**config.mk**
```make
export PLATFORM = sky130hd
export DESIGN_NAME = layer2_seq
export DESIGN_NICKNAME = d
export VERILOG_FILES = /design/src/rtl/layer2_seq.sv
export SDC_FILE = /design/constraint.sdc
export NUM_CORES = 1
export LEC_CHECK = 0
export CAP_MARGIN = 10
export CORE_AREA = 10 10 221 223
export CTS_BUF_LIST = sky130_fd_sc_hd__clkbuf_8
export DETAILED_ROUTE_END_ITERATION = 7
export DIE_AREA = 0 0 231 233
export SETUP_SLACK_MARGIN = 0.02
export SYNTH_ARGS = -nofsm -noshare
export SYNTH_HDL_FRONTEND = slang
export SYNTH_SLANG_ARGS = --single-unit
```
**constraint.sdc**
```tcl
create_clock -name clk -period 1.5 [get_ports clk]
set_clock_uncertainty 0.05 [all_clocks]
set_input_delay 0.3 -clock clk [delete_from_list [all_inputs] [get_ports clk]]
set_output_delay 0.3 -clock clk [all_outputs]
set_load 0.01 [all_outputs]
```
**src/rtl/layer2_seq.sv**
```systemverilog
// rtl/layer2_seq.sv - layer-2 inference sequencer: clear, feed features, drain, argmax, done.
// Optional argmax scan compiled in with `define LAYER2_SEQ_ARGMAX_EN; otherwise class outputs are tied to 0.
module layer2_seq #(
    parameter int NUM_FEAT   = 64,
    parameter int NUM_NEURON = 10,
    parameter int DATA_W     = 16,
    parameter int ACC_W      = 48
) (
    input  logic                         clk,
    input  logic                         rst,
    input  logic                         start,
    output logic                         busy,
    output logic                         done,
    output logic [6:0]                   feat_rd_addr,
    input  logic [DATA_W-1:0]            feat_rd_data,
    output logic                         dp_clr,
    output logic [DATA_W-1:0]            dp_feature,
    output logic [6:0]                   dp_addr,
    input  logic [NUM_NEURON*ACC_W-1:0]  layer_out,
    output logic [3:0]                   class_idx,
    output logic [ACC_W-1:0]             class_score
);

    typedef enum logic [2:0] {
        S_IDLE   = 3'd0,
        S_CLEAR  = 3'd1,
        S_FEED   = 3'd2,
        S_DRAIN  = 3'd3,
`ifdef LAYER2_SEQ_ARGMAX_EN
        S_ARGMAX = 3'd5,
`endif
        S_DONE   = 3'd4
    } state_t;

    localparam logic [6:0] FEAT_LAST = 7'(NUM_FEAT - 1);

    state_t     state_q, state_d;
    logic [6:0] cnt_q, cnt_d;

    always_ff @(posedge clk) begin
        if (rst) begin
            state_q <= S_IDLE;
            cnt_q   <= '0;
        end else begin
            state_q <= state_d;
            cnt_q   <= cnt_d;
        end
    end

`ifdef LAYER2_SEQ_ARGMAX_EN
    localparam logic [6:0] NEUR_LAST = 7'(NUM_NEURON - 1);
`endif

    always_comb begin
        state_d = state_q;
        cnt_d   = cnt_q;
        case (state_q)
            S_IDLE:  if (start) state_d = S_CLEAR;
            S_CLEAR: begin
                state_d = S_FEED;
                cnt_d   = '0;
            end
            S_FEED: begin
                if (cnt_q == FEAT_LAST) begin
                    state_d = S_DRAIN;
                    cnt_d   = '0;
                end else begin
                    cnt_d = cnt_q + 7'd1;
                end
            end
`ifdef LAYER2_SEQ_ARGMAX_EN
            S_DRAIN: begin
                state_d = S_ARGMAX;
                cnt_d   = '0;
            end
            S_ARGMAX: begin
                if (cnt_q == NEUR_LAST) begin
                    state_d = S_DONE;
                    cnt_d   = '0;
                end else begin
                    cnt_d = cnt_q + 7'd1;
                end
            end
`else
            S_DRAIN: state_d = S_DONE;
`endif
            S_DONE:  state_d = S_IDLE;
            default: state_d = S_IDLE;
        endcase
    end

    always_comb begin
        busy         = (state_q != S_IDLE);
        done         = (state_q == S_DONE);
        dp_clr       = rst || (state_q == S_CLEAR);
        feat_rd_addr = '0;
        dp_feature   = '0;
        dp_addr      = '0;
        if (state_q == S_FEED) begin
            dp_addr      = cnt_q;
            dp_feature   = feat_rd_data;
            // Prefetch one ahead to hide the buffer's read latency.
            feat_rd_addr = (cnt_q == FEAT_LAST) ? FEAT_LAST : cnt_q + 7'd1;
        end
    end

`ifdef LAYER2_SEQ_ARGMAX_EN
    logic [3:0]               best_idx_q, class_idx_q, scan_idx;
    logic signed [ACC_W-1:0]  best_score_q, class_score_q, scan_score, cand;
    logic                     take;

    always_comb begin
        cand = '0;
        for (int j = 0; j < NUM_NEURON; j++) begin
            if (cnt_q == 7'(j)) cand = layer_out[j*ACC_W +: ACC_W];
        end
        // Strict compare keeps the lowest index on ties; neuron 0 seeds the scan.
        take       = (cnt_q == 7'd0) || (cand > best_score_q);
        scan_idx   = take ? cnt_q[3:0] : best_idx_q;
        scan_score = take ? cand : best_score_q;
    end

    always_ff @(posedge clk) begin
        if (rst) begin
            best_idx_q    <= '0;
            best_score_q  <= '0;
            class_idx_q   <= '0;
            class_score_q <= '0;
        end else if (state_q == S_ARGMAX) begin
            best_idx_q   <= scan_idx;
            best_score_q <= scan_score;
            if (cnt_q == NEUR_LAST) begin
                class_idx_q   <= scan_idx;
                class_score_q <= scan_score;
            end
        end
    end

    assign class_idx   = class_idx_q;
    assign class_score = class_score_q;
`else
    logic unused_layer_out;
    assign unused_layer_out = ^layer_out;
    assign class_idx        = '0;
    assign class_score      = '0;
`endif

endmodule

```
==> run summary <==
Status = finished with violations
Failing checks = setup timing
Synth top cells by count = buf_4 (54), and2_1 (26), a21oi_1 (11)
Leak Pwr = 0.000920 uW
Max-slew violations = 0
Synth warn = 0
Die area = 0.0538 mm2
Total Nets Final = 731
FILL cells = 5,282
Seq pwr share = 26.2%
Synth Register Bits = 10
Hold WC Path Type = flip-flop to flip-flop
Internal power = 723 uW
Die Span Y = 233 um
CP required = 1150 ps
Synthesis-to-layout area growth = 136%
Num CTS Buffers = 3
Min Hold Slack = 562 ps
PortBufs = 51
Clock Tree Buf Depth = 2
Crit path capture type = output port
CP top delay family = buffers and inverters
CTS clk-pin slew, worst paths = 50 ps
Final worst slack = -392 ps
Number of max-cap violations = 0
Ys async rst share = 0%
Grt met1 use = 2.35%
TritonCTS Sinks = 10
# DRC = 0
Root buf cell = clkbuf_8
WL/cell = 7.08 um
Final Setup Violations = 34
Share of cells above drive strength 1 = 46.1%
Placer Congestion = 0.689
Top Ports = 584
Initial Util = 2.55%
Core ar. = 0.0441 mm2
F_max = 528 MHz
Cell mode on critical path = buf_6
DRT Pass-1 Iters = 4
HPWL after DPL = 4.57 mm
CP peak stage delay = 320 ps
Vias = 1,111
RSZ-0062 raised after global routing = yes
Largest net degree at the start of global routing = 12
Netlist Area Pre-Place = 0.00113 mm2
Post-Place Cells = 805
Vias in the first global route = 1,152
Synth Area per Inst = 7.47 um2
Clock latency on the worst-skew pair = 240 ps
Global-route wire length before repair = 7.96 mm
Synth top area cells = buf_4 (36%), dfxtp_1 (18%), and2_1 (14%)
Grt ovf = 0
Fin. Hold Viols = 0
Area leader, netlist = buf_4
Post-synth EDFFs = 0
Cell Chain, Critical Path = buf_6, nor3b_4, buf_4, buf_6, and2_1, clkdlybuf4s15_2
Starting DRT DRC Count = 25
Crit Path Class = flip-flop to output port
Pwr per Cell Area = 405 mW/mm2
Power Total = 1080 uW
Met2 Resource Use GR = 2.82%
Proportion of power drawn by combinational gates = 41.3%
Top cell type's share of synthesized area = 36.0%
Setup crit start kind = flip-flop
Clock Power Share = 32.6%
Routed wire length = 5.83 mm
P_sw = 355 uW
Cells after Synth = 151
Final Cycle Share = 126%
Setup TNS = -10,470 ps
Non-filler cells, final = 823
Routed vias/inst = 1.35
Sequential fraction of the synthesis area = 17.8%
Critical Path Fanout Max = 9
Met3 Use GR = 1.79%
Max stage delay cell, worst path = dfxtp_2
GR peak layer = met2
Post-DRT Antenna Nets = 0
Switch share = 32.9%
Crit path DAT = 1540 ps
H-tree depth = 1
Die W = 231 um
Row count = 77
Initial antenna violation count = 1
Total track usage = 2.06%
Tmin final = 1890 ps
CTS tree = done
Top_reg_cell synth = dfxtp_1
Final core utilization = 6.03%
VDD IR max = 0.208 mV
WP buf/inv = 4
Leading cell type by number of instances after synthesis = buf_4
Distinct cell type count after synthesis = 30
[power groups by stage]
| stage | registers [uW] | logic (uW) | clock network, uW |
|---|---|---|---|
| floorplan | 290 | 280 | 0 |
| global placement | 285 | 343 | 0 |
| detailed placement | 286 | 344 | 0 |
| CTS | 281 | 414 | 363 |
| global route | 283 | 487 | 379 |
| finish | 282 | 445 | 351 |
[worst register-to-register path, stage by stage, from the launching register on]
cell and delay, ps:
dfxtp_2 320, or3b_1 440, buf_6 180, or3_1 340, a21oi_1 140
[routing by layer]
metal  routed length [um]  vias to the layer above
li1                     -                      541
met1                 2410                      508
met2                 2570                       58
met3                  815                        4
met4                   34                        0
met5                    0                        -
[logic make-up (layout without fill, tap and decap cells)]
group	Yosys count	in the layout	synth area share (%)
AND/OR/NAND/NOR	55	55	29.1
adder cells (fa/ha/maj)	1	1	1.11
buffers and inverters	61	89	39.0
flip-flops	10	10	17.8
XOR/XNOR	4	4	3.11
other	1	53	0.333
AO/OA/AOI/OAI	19	19	9.66
[cell type report]
type / count / area (um2) / area share, %
Multi-Input combinational cell: 131 / 835 / 31.4
Tap cell: 592 / 741 / 27.9
Antenna cell: 1 / 2.50 / 0.0941
Timing Repair Buffer: 85 / 817 / 30.7
Clock buffer: 4 / 55.1 / 2.07
Sequential cell: 10 / 209 / 7.86
[what timing repair did]
action / CTS / global route
cloned: 2 / 0
setup endpoints to repair: 34 / 39
gates resized for setup: 150 / 26
pin swaps: 14 / 8
buffers inserted: 8 / 4
hold buffers: 0 / 0
[cells in the final DEF, fill, tap and decap left out, drive strengths merged]
cell,Yosys,layout
ha,1,1
and3,1,1
xor2,3,3
clkdlybuf4s15,0,12
clkbuf,5,4
and2,26,26
or3b,1,1
clkdlybuf4s50,0,18
nor2,7,7
a31oi,1,1
buf,56,55
nand3b,2,2
and2b,1,1
a22oi,1,1
nor4,1,1
and3b,1,1
conb,1,52
a21oi,11,11
xnor2,1,1
o211ai,1,1
o31ai,1,1
o21bai,1,1
nand3,4,4
dfxtp,10,10
o21ai,2,2
a211oi,1,1
nand2,3,3
nor3b,4,4
diode,0,1
nand2b,2,2
or3,2,2
[through the flow]
| stage | cell area (um2) | setup slack [ps] |
|---|---|---|
| floorplan | 1370 | -3.41 |
| global placement | 2320 | -535 |
| detailed placement | 2320 | -522 |
| CTS | 2530 | -424 |
| global route | 2660 | -476 |
| finish | 2660 | -392 |
[flip-flops by register name, indices dropped and copies added, names as in the netlist]
| register | flops |
|---|---|
| cnt_q | 7 |
| state_q | 3 |
[worst paths after layout]
kind	start	end	slack [ps]	cells after the start
worst min register to register	cnt_q[6]$_SDFFE_PP0P_	cnt_q[6]$_SDFFE_PP0P_	560	2
worst max-delay path	state_q[2]$_SDFFE_PP0P_	dp_addr[5]	-390	6
worst min-delay path	cnt_q[6]$_SDFFE_PP0P_	cnt_q[6]$_SDFFE_PP0P_	560	2
worst max register to register	state_q[2]$_SDFFE_PP0P_	cnt_q[4]$_SDFFE_PP0P_	-40	4
Power figures use the tool's default switching activity.
